`config.mk`:
```
export PLATFORM = sky130hd
export DESIGN_NAME = spi_master_2ss
export DESIGN_NICKNAME = d
export VERILOG_FILES = /design/src/rtl/spi_master_2ss.sv
export SDC_FILE = /design/constraint.sdc
export NUM_CORES = 1
export LEC_CHECK = 0
export CAP_MARGIN = 20
export CORE_MARGIN = 8
export CORE_UTILIZATION = 47
export CTS_BUF_LIST = sky130_fd_sc_hd__clkbuf_2 sky130_fd_sc_hd__clkbuf_4 sky130_fd_sc_hd__clkbuf_8
export DETAILED_ROUTE_END_ITERATION = 6
export PLACE_DENSITY = 0.67
export SETUP_SLACK_MARGIN = 0.4
export SYNTH_ARGS = -nofsm -noshare
export SYNTH_HDL_FRONTEND = slang
export SYNTH_SLANG_ARGS = --single-unit
```
`constraint.sdc`:
```
create_clock -name clk -period 2.56 [get_ports clk]
set_input_delay 0.256 -clock clk [delete_from_list [all_inputs] [get_ports clk]]
set_output_delay 0.256 -clock clk [all_outputs]
set_load 0.01 [all_outputs]
```
`src/rtl/spi_master_2ss.sv`:
```
// SPI mode-0 master with two active-low slave selects and registered outputs.
// One transfer is SETUP, DATA_W bits of two CLK_DIV-cycle phases, then HOLD.
module spi_master_2ss #(
  parameter int CLK_DIV = 4,
  parameter int DATA_W  = 8
) (
  input  logic              clk,
  input  logic              rst,
  input  logic              start,
  input  logic              slave_sel,
  input  logic [DATA_W-1:0] tx_data,
  output logic              busy,
  output logic              done,
  output logic [DATA_W-1:0] rx_data,
  output logic              sclk,
  output logic              mosi,
  input  logic              miso,
  output logic              ss1,
  output logic              ss2
);
  localparam int BW = $clog2(DATA_W + 1);
  localparam logic [7:0]    DIV_LAST = 8'(CLK_DIV - 1);
  localparam logic [BW-1:0] BIT_LAST = BW'(DATA_W - 1);

  typedef enum logic [2:0] {IDLE, SETUP, XFER, HOLD, DONE} state_t;

  state_t            state;
  logic [7:0]        div_cnt;
  logic [BW-1:0]     bit_cnt;
  logic [DATA_W-1:0] tx_sh, rx_sh;
  logic              phase_end;

  assign phase_end = (div_cnt == DIV_LAST);

  always_ff @(posedge clk or posedge rst) begin
    if (rst) begin
      state   <= IDLE;
      div_cnt <= '0;
      bit_cnt <= '0;
      tx_sh   <= '0;
      rx_sh   <= '0;
      rx_data <= '0;
      busy    <= 1'b0;
      done    <= 1'b0;
      sclk    <= 1'b0;
      mosi    <= 1'b0;
      ss1     <= 1'b1;
      ss2     <= 1'b1;
    end else begin
      case (state)
        IDLE: begin
          done <= 1'b0;
          if (start) begin
            state   <= SETUP;
            tx_sh   <= tx_data;
            mosi    <= tx_data[DATA_W-1];
            busy    <= 1'b1;
            ss1     <= slave_sel;
            ss2     <= ~slave_sel;
            div_cnt <= '0;
            bit_cnt <= '0;
            rx_sh   <= '0;
          end
        end
        SETUP: begin
          div_cnt <= phase_end ? 8'd0 : div_cnt + 8'd1;
          if (phase_end) state <= XFER;
        end
        XFER: begin
          // The divider counts one half-period; sclk itself tells which half.
          div_cnt <= phase_end ? 8'd0 : div_cnt + 8'd1;
          if (phase_end) begin
            if (!sclk) begin
              sclk  <= 1'b1;
              rx_sh <= {rx_sh[DATA_W-2:0], miso};
            end else begin
              sclk <= 1'b0;
              if (bit_cnt == BIT_LAST) begin
                state <= HOLD;
              end else begin
                bit_cnt <= bit_cnt + 1'b1;
                tx_sh   <= {tx_sh[DATA_W-2:0], 1'b0};
                mosi    <= tx_sh[DATA_W-2];
              end
            end
          end
        end
        HOLD: begin
          div_cnt <= phase_end ? 8'd0 : div_cnt + 8'd1;
          if (phase_end) begin
            state   <= DONE;
            ss1     <= 1'b1;
            ss2     <= 1'b1;
            busy    <= 1'b0;
            done    <= 1'b1;
            rx_data <= rx_sh;
          end
        end
        DONE: begin
          done  <= 1'b0;
          state <= IDLE;
        end
        default: state <= IDLE;
      endcase
    end
  end
endmodule

```
==> results.toml, run 1 <==
[clock_tree]
ctsRootBufferMaster = "clkbuf_8"
worstSkewPairLatency_ns = 0.29
htreeDepth = 2
path_clk_slew_ns = 0.08
numCtsBuffers = 5
tritoncts = "built"
cts_buffer_depth = 2
cts_sinks = 44
cts_hold_buf = 0

[worst_setup_path]
path_cells = "ha_1 > nor3b_2 > and2_4 > nand4b_4 > mux2_4"
slowest_delay_ns = 0.39
start_kind = "flip-flop"
critical_path.endpoint_type = "flip-flop"
path_class = "flip-flop to flip-flop"
timing.critical_path.buf_inv = 0
cp_top_family = "simple AND/OR/NAND/NOR gates"
crit_fanout = 13
slowest_stage = "dfrtp_1"
required_ns = 2.74
cp.arrival_ns = 2.16

[pwr]
p_leak_nw = 1.22
vdd_drop_max_mv = 0.318
power_density_nw_per_um2 = 478

[floorplan]
dieArea_um2 = 6900
num_io_pins = 27
die_w_um = 83.1
initial_core_util_pct = 48.5
fp.dieH_um = 83.1
std_cell_rows = 24
core_um2 = 4350

[grt]
track_usage_pct = 11.6
overflow = 0
grt_pass1_vias = 1395
grt_first_pass_wirelength_um = 6700
antenna_found_initial = 0
grt_max_degree = 26

[timing]
fin_crit_sh_pct = 77.4
whs_ns = 0.315
setup_viol = 0
min_period_ns = 1.98
clock-skew-final_ns = 0.00907
relSlewSlack_pct = 63.4
setup-tns-final_ns = 0
rsz0062_at_grt = "false"
hold_violations = 0
slew_violations = 0
worst_pin_slew_ns = 0.543
fmax_mhz = 504

[route]
vias = 1440
first_pass_iters = 4
postRouteAntennaNets = 0
wire_per_inst_um = 15.1
drc = 0
drt_first_iter_violations = 72
wirelength_um = 4030
avgViaCountPerCell = 5.39

[finish]
layout-drive-gt1-share_pct = 22.8
multi_input_area_um2 = 917
area_growth_pct = 20.0
seq_area_um2 = 1100
nNetsFinal = 229
layout_common_cells = "dfrtp_1 (42), clkdlybuf4s50_1 (26), mux2_2 (17)"
diodes = 0
nFillCells = 364
final_common_cell = "dfrtp_1"

[place]
dpl.hpwl_um = 2960
io_buffers = 26
gp_congestion = 0.858

[synthesis]
syn_area_um2 = 2110
ys_seq_elements = 44
yosys_warnings = 0
synth_seq_area_share_pct = 52.2
postSynthCellCount = 183
synth_cell_type_count = 43
syn_nets = 198
synth_area_per_cell_um2 = 11.5

[hold_path]
holdCritPathClass = "input port to asynchronous set/reset pin"

[job]
maxCapViolations = 0

[status]
status = "completed"
[cell type report]
class / count / area share [%]
clock inverters: 2 / 0.543
inverters: 11 / 1.63
well taps: 52 / 2.57
multi-input cells: 119 / 36.2
flip-flops and latches: 44 / 43.5
clock buffers: 6 / 3.26
repair buffers: 33 / 12.3
[worst min-delay path, cell delays in order]
cell	delay, ns
clkdlybuf4s50_1	0.40
inv_1	0.07
buf_4	0.27
[state kept, by name (all words and copies together) (netlist names)]
register and flops:
sclk 1, state 3, done 1, rx_data 8, ss1 1, div_cnt 8
rx_sh 8, busy 1, tx_sh 7, mosi 1, bit_cnt 4, ss2 1
[logic make-up (layout without fill, tap and decap cells)]
family | after synthesis | after routing | synth area share [%]
AND/OR/NAND/NOR | 52 | 52 | 15.3
flip-flops | 44 | 44 | 52.2
AO/OA/AOI/OAI | 38 | 38 | 12.1
multiplexers | 24 | 24 | 13.6
buffers and inverters | 20 | 52 | 4.38
XOR/XNOR | 3 | 3 | 1.24
adder cells (fa/ha/maj) | 2 | 2 | 1.18
[per-layer routing]
metal  global-route usage [%]  routed length, um  up-vias
met5                        0                  0        -
met4                     3.83                 21        0
met3                     4.10                171        2
met2                     18.0               2000       27
met1                     14.4               1840      705
li1                         -                  -      706
[report_power, final]
part / leakage [nW] / internal, mW / switching (mW) / total (mW)
registers: 0.506 / 0.704 / 0.00493 / 0.709
logic: 0.666 / 0.0324 / 0.0234 / 0.0558
clock network: 0.0516 / 0.220 / 0.227 / 0.447
[worst paths after layout]
| path | end | start | cells after the start | slack [ns] |
|---|---|---|---|---|
| hold reg to reg | busy | busy | 1 | 0.50 |
| setup reg to reg | rx_data[4] | div_cnt[0] | 5 | 0.58 |
| hold / removal | div_cnt[7] | rst | 3 | 0.32 |
| min in group clk | busy | busy | 1 | 0.50 |
| setup / recovery | rx_data[4] | div_cnt[0] | 5 | 0.58 |
| max in group asynchronous | ss2 | rst | 3 | 1.94 |
[stage by stage]
step	utilization [%]	instance area, um2	cells	worst slack (ns)	power [mW]
floorplan	-	2110	183	0.795	0.746
global placement	55.9	2430	258	0.652	0.778
detailed placement	55.9	2430	258	0.579	0.780
CTS	58.1	2530	266	0.564	1.23
global route	58.2	2540	267	0.472	1.27
finish	58.2	2540	267	0.577	1.21
[synth_stat cells, drive strengths merged]
cell	number	area (um2)
nor3	3	15.0
o21ai	16	91.3
a22oi	1	7.51
clkbuf	3	11.3
nor3b	2	31.3
a21oi	5	25.0
o21a	1	7.51
a2bb2oi	1	8.76
nor4	1	21.3
dfrtp	42	1050
a2111o	1	11.3
nand4	1	6.26
mux2i	2	20.0
a31o	1	8.76
xnor2	1	8.76
and2	1	8.76
nand3	14	75.1
a22o	5	43.8
ha	2	25.0
or2	2	12.5
buf	6	40.0
nand3b	3	22.5
nor4b	2	17.5
a31oi	1	6.26
mux2	22	267
nor2	12	45.0
a21boi	1	7.51
nand2	8	30.0
dfstp	2	52.6
nand4b	2	32.5
a211oi	1	7.51
nand2b	1	6.26
xor2	2	17.5
inv	11	41.3
a21o	4	30.0
[what timing repair did]
action,in CTS,in global routing
setup endpoints to repair,0,8
buffers inserted,0,1
gates resized for setup,0,0
Note: power is estimated with default switching activity, not from simulation.
==> inputs of run 2 (changes only) <==
==> constraint.sdc (replaced) <==
create_clock -name clk -period 2 [get_ports clk]
set_input_delay 0.2 -clock clk [delete_from_list [all_inputs] [get_ports clk]]
set_output_delay 0.2 -clock clk [all_outputs]
set_load 0.01 [all_outputs]
==> run 2 against run 1 <==
  * Sequential cell count stayed put
  * Design area is 10% higher
  * Power is 27% higher
  * Core utilization is 5.9 points higher
  * Combinational power is 28% higher
  * Via count is 9.2% higher
  * Critical path type unchanged
  * Routed wire length is 14% higher
  * Largest cell class unchanged
  * Highest routed layer unchanged
  * Critical endpoint is now tx_sh[2]
  * Global-route usage is 1.4 points higher
==> results.toml, run 2 (synthesized netlist as in run 1, its figures left out) <==
[timing]
setup_viol = 0
min_period_ns = 1.72
slew_violations = 0
clock-skew-final_ns = 0.00678
relSlewSlack_pct = 63.7
worst_pin_slew_ns = 0.545
fin_ws_ns = 0.276
fin_crit_sh_pct = 86.2
setup-tns-final_ns = 0
whs_ns = 0.333
fmax_mhz = 580
rsz0062_at_grt = "true"
hold_violations = 0

[worst_setup_path]
critical_path.endpoint_type = "flip-flop"
crit_fanout = 9
required_ns = 2.18
start_kind = "flip-flop"
cp.arrival_ns = 1.90
path_class = "flip-flop to flip-flop"

[pwr]
p_total_mw = 1.54
p_seq_share_pct = 58.9
power_density_nw_per_um2 = 551
p_int_mw = 1.20
p_leak_nw = 1.27
power_frac_comb_pct = 4.6
pwr-share-clk_pct = 36.4
vdd_drop_max_mv = 0.417
p_sw_uw = 340
swShare_pct = 22.1

[route]
wire_per_inst_um = 15.9
wirelength_um = 4580
first_pass_iters = 4
drc = 0
avgViaCountPerCell = 5.46
postRouteAntennaNets = 0
vias = 1572
drt_first_iter_violations = 116

[finish]
nNetsFinal = 250
diodes = 0
layout-drive-gt1-share_pct = 33.9
top_regs = "div_cnt (8), rx_data (8), rx_sh (8)"
fin_area_um2 = 2790
final_util_pct = 64.2
final_common_cell = "dfrtp_1"
area_growth_pct = 32.2
fin_cells = 288
layout_common_cells = "dfrtp_1 (39), clkdlybuf4s50_1 (25), buf_4 (22)"

[floorplan]
num_io_pins = 27
initial_core_util_pct = 48.5
std_cell_rows = 24
fp.dieH_um = 83.1
core_um2 = 4350
die_w_um = 83.1
dieArea_um2 = 6900

[clock_tree]
path_clk_slew_ns = 0.09
worstSkewPairLatency_ns = 0.30
numCtsBuffers = 5
cts_hold_buf = 0
htreeDepth = 2
cts_buffer_depth = 2
ctsRootBufferMaster = "clkbuf_8"
tritoncts = "built"
cts_sinks = 44

[grt]
grt_first_pass_wirelength_um = 7530
track_usage_pct = 12.9
antenna_found_initial = 0
busiest_layer = "met2"
grtUsageMet2_pct = 21.4
grt.met1_usage_pct = 15.9
grt_max_degree = 45
grt_pass1_vias = 1604
grtUsageMet3_pct = 3.81
overflow = 0

[place]
io_buffers = 26
placed_cell_area_um2 = 2460
dpl.hpwl_um = 3000
dp.cells = 261
pre_cts_slack_ns = 0.0849
gp_congestion = 0.761

[status]
status = "completed"

[hold_path]
holdCritPathClass = "input port to asynchronous set/reset pin"

[job]
maxCapViolations = 0
==> run 2: timing repair <==
| item | 4_1_cts | 5_1_grt |
|---|---|---|
| hold endpoints to repair | 0 | 0 |
| buffers inserted | 10 | 7 |
| resized for setup | 5 | 16 |
| cloned | 1 | 1 |
| endpoints found under the setup margin | 25 | 39 |
| pin swaps | 6 | 4 |
==> run 2: final timing paths <==
check / slack (ns) / from / end / depth (start not counted)
worst max-delay path: 0.28 / div_cnt[1] / tx_sh[2] / 6
worst min-delay path: 0.33 / rst / div_cnt[5] / 3
worst max register to register: 0.28 / div_cnt[1] / tx_sh[2] / 6
worst min register to register: 0.51 / busy / busy / 1
max in group asynchronous: 1.27 / rst / sclk / 3
min in group clk: 0.47 / tx_data[0] / tx_sh[0] / 3
==> run 2: layout make-up <==
class | instances | area, um2
flip-flops and latches | 44 | 1110
clock buffers | 6 | 76.3
repair buffers | 53 | 493
inverters | 11 | 41.3
fillers | 323 | 1560
well taps | 52 | 65.1
multi-input cells | 120 | 998
clock inverters | 2 | 12.5
==> run 2: power groups by stage <==
stage / Clock, mW / Combinational [mW] / Sequential (mW)
global placement: 0 / 0.0696 / 0.925
global route: 0.609 / 0.0799 / 0.909
floorplan: 0 / 0.0303 / 0.925
CTS: 0.565 / 0.0727 / 0.908
finish: 0.561 / 0.0715 / 0.907
detailed placement: 0 / 0.0724 / 0.925
==> run 2: worst max-delay path, cell delays in order, from the launching register on <==
cell     delay (ns)
dfrtp_1        0.38
ha_2           0.19
nor3b_4        0.23
nand3_2        0.15
o21ai_4        0.18
buf_12         0.14
mux2_2         0.34
==> run 2: layer usage <==
metal | vias to the layer above | routed length, um
li1 | 750 | -
met1 | 784 | 2050
met2 | 32 | 2330
met3 | 6 | 166
met4 | 0 | 38
met5 | - | 0
==> inputs of run 3 (changes only) <==
--- a/config.mk
+++ b/config.mk
@@ -5,12 +5,11 @@
 export SDC_FILE = /design/constraint.sdc
 export NUM_CORES = 1
 export LEC_CHECK = 0
-export CAP_MARGIN = 20
 export CORE_MARGIN = 8
 export CORE_UTILIZATION = 47
 export CTS_BUF_LIST = sky130_fd_sc_hd__clkbuf_2 sky130_fd_sc_hd__clkbuf_4 sky130_fd_sc_hd__clkbuf_8
 export DETAILED_ROUTE_END_ITERATION = 6
-export PLACE_DENSITY = 0.67
+export PLACE_DENSITY = 0.69
 export SETUP_SLACK_MARGIN = 0.4
 export SYNTH_ARGS = -nofsm -noshare
 export SYNTH_HDL_FRONTEND = slang
==> constraint.sdc (replaced) <==
create_clock -name clk -period 1.5 [get_ports clk]
set_input_delay 0.15 -clock clk [delete_from_list [all_inputs] [get_ports clk]]
set_output_delay 0.15 -clock clk [all_outputs]
set_load 0.01 [all_outputs]
==> run 3 against run 2 <==
  * Hold slack got worse by 0.14 ns
  * Via count rose by 10%
  * Power rose by 37%
  * The flow now finishes with violations (negative setup slack)
  * Critical path type unchanged
  * Highest routed layer unchanged
  * Clock skew rose by 0.0029 ns
  * Sequential cell count did not move
  * Clock-buffer cell count rose by 1
==> results.toml, run 3 (synthesized netlist as in run 1, its figures left out) <==
[timing]
worst_pin_slew_ns = 0.436
fmax_mhz = 557
min_period_ns = 1.80
clock-skew-final_ns = 0.00968
slew_violations = 0
rsz0062_at_grt = "true"
fin_ws_ns = -0.295
fin_crit_sh_pct = 120
setup_viol = 44
relSlewSlack_pct = 70.9
hold_violations = 0

[floorplan]
core_um2 = 4350
std_cell_rows = 24
dieArea_um2 = 6900
die_w_um = 83.1
initial_core_util_pct = 48.5
fp.dieH_um = 83.1
num_io_pins = 27

[worst_setup_path]
cp.arrival_ns = 1.99
r2r_cells = 5
path_class = "flip-flop to flip-flop"
r2r-end = "tx_sh[4]"
start_kind = "flip-flop"
slowest_stage = "dfrtp_1"
reg2reg_slack_ns = -0.30
r2r-start = "div_cnt[5]"
path_cells = "nor4_4 > nand3_2 > o21ai_4 > buf_6 > mux2_4"
crit_fanout = 4
required_ns = 1.69
critical_path.endpoint_type = "flip-flop"
slowest_delay_ns = 0.41

[place]
gp_congestion = 0.838
dp.cells = 292
placed_cell_area_um2 = 2740
dpl.hpwl_um = 3400
io_buffers = 26

[route]
drc = 0
wire_per_inst_um = 17.2
postRouteAntennaNets = 0
avgViaCountPerCell = 5.37
wirelength_um = 5560
drt_first_iter_violations = 89
first_pass_iters = 4
vias = 1733

[clock_tree]
worstSkewPairLatency_ns = 0.30
cts_hold_buf = 0
cts_buffer_depth = 2
path_clk_slew_ns = 0.09
cts_sinks = 44
numCtsBuffers = 5
ctsRootBufferMaster = "clkbuf_8"
tritoncts = "built"
htreeDepth = 2

[status]
status = "finished, violations left"
violations = "negative setup slack"

[finish]
nNetsFinal = 285
layout_common_cells = "buf_4 (44), dfrtp_1 (41), buf_6 (20)"
nFillCells = 264
top_regs = "div_cnt (8), rx_data (8), rx_sh (8)"
fin_cells = 323
final_common_cell = "buf_4"
diodes = 0
fin_area_um2 = 3190
area_growth_pct = 51.0
layout-drive-gt1-share_pct = 53.5

[pwr]
power_density_nw_per_um2 = 662
p_total_mw = 2.11
vdd_drop_max_mv = 0.576
p_leak_nw = 1.58

[hold_path]
holdCritPathClass = "input port to asynchronous set/reset pin"

[grt]
track_usage_pct = 14.9
grt_first_pass_wirelength_um = 8690
antenna_found_initial = 0
grt_pass1_vias = 1803
overflow = 0
grt_max_degree = 26

[job]
maxCapViolations = 0
run 3: cell types whose count changed in the layout (fill, tap and decap cells not counted), sizes merged, moves of 2 or more:
cell	change
clkdlybuf4s15	+2
buf	+41
clkdlybuf4s50	-13
clkbuf	+8
run 3: layer usage:
metal / track usage, % / vias to the layer above / part of all wire [%]
met2: 26.0 / 29 / 53
met5: 0 / - / 0
met1: 17.1 / 871 / 42
met3: 4.00 / 11 / 3.4
met4: 5.27 / 0 / 2.2
li1: - / 822 / -
run 3: area by class of cell:
class | instances | area [um2] | share of cell area, %
Timing Repair Buffer | 89 | 781 | 24.5
Multi-Input combinational cell | 119 | 1100 | 34.4
Clock inverter | 1 | 7.51 | 0.235
Inverter | 11 | 45.0 | 1.41
Tap cell | 52 | 65.1 | 2.04
Sequential cell | 44 | 1100 | 34.6
Clock buffer | 7 | 90.1 | 2.82
run 3: how the worst max path moves through the flow:
stage / slack (ns) / endpoint / startpoint / cells past startpoint
floorplan: -0.22 / mosi / div_cnt[5] / 4
global placement: -0.28 / mosi / div_cnt[5] / 4
detailed placement: -0.34 / ss2 / div_cnt[0] / 7
CTS: -0.24 / rx_data[6] / div_cnt[0] / 6
global route: -0.35 / tx_sh[1] / div_cnt[5] / 5
finish: -0.30 / tx_sh[4] / div_cnt[5] / 5
run 3: power breakdown:
part / internal, mW / total, mW / switching [mW]
clock: 0.392 / 0.793 / 0.400
combinational: 0.0648 / 0.109 / 0.0440
sequential: 1.20 / 1.21 / 0.00973
total: 1.66 / 2.11 / 0.454
run 3: critical path: cells and delay by family (launching register included):
family / cells / cell delay (ns)
compound gates: 1 / 0.22
mux: 1 / 0.29
simple gates: 2 / 0.62
buf+inv: 1 / 0.14
flops: 1 / 0.41
run 3: timing repair:
| item | 4_1_cts | 5_1_grt |
|---|---|---|
| gates resized for setup | 78 | 28 |
| buffers inserted | 15 | 6 |
| pin swaps | 11 | 7 |
| setup endpoints to repair | 58 | 56 |
| cloned | 2 | 0 |
run 3: per-stage QoR:
stage                     hold WS, ns  setup WS (ns)  setup TNS (ns)  utilization, %
after floorplan                 0.153         -0.223           -3.32               -
after global placement          0.466         -0.281           -6.21            63.0
after detailed placement        0.470         -0.339           -7.57            63.0
after CTS                       0.210         -0.242           -5.75            71.5
after global routing            0.227         -0.346          -10.50            73.3
final                           0.197         -0.295           -7.90            73.3
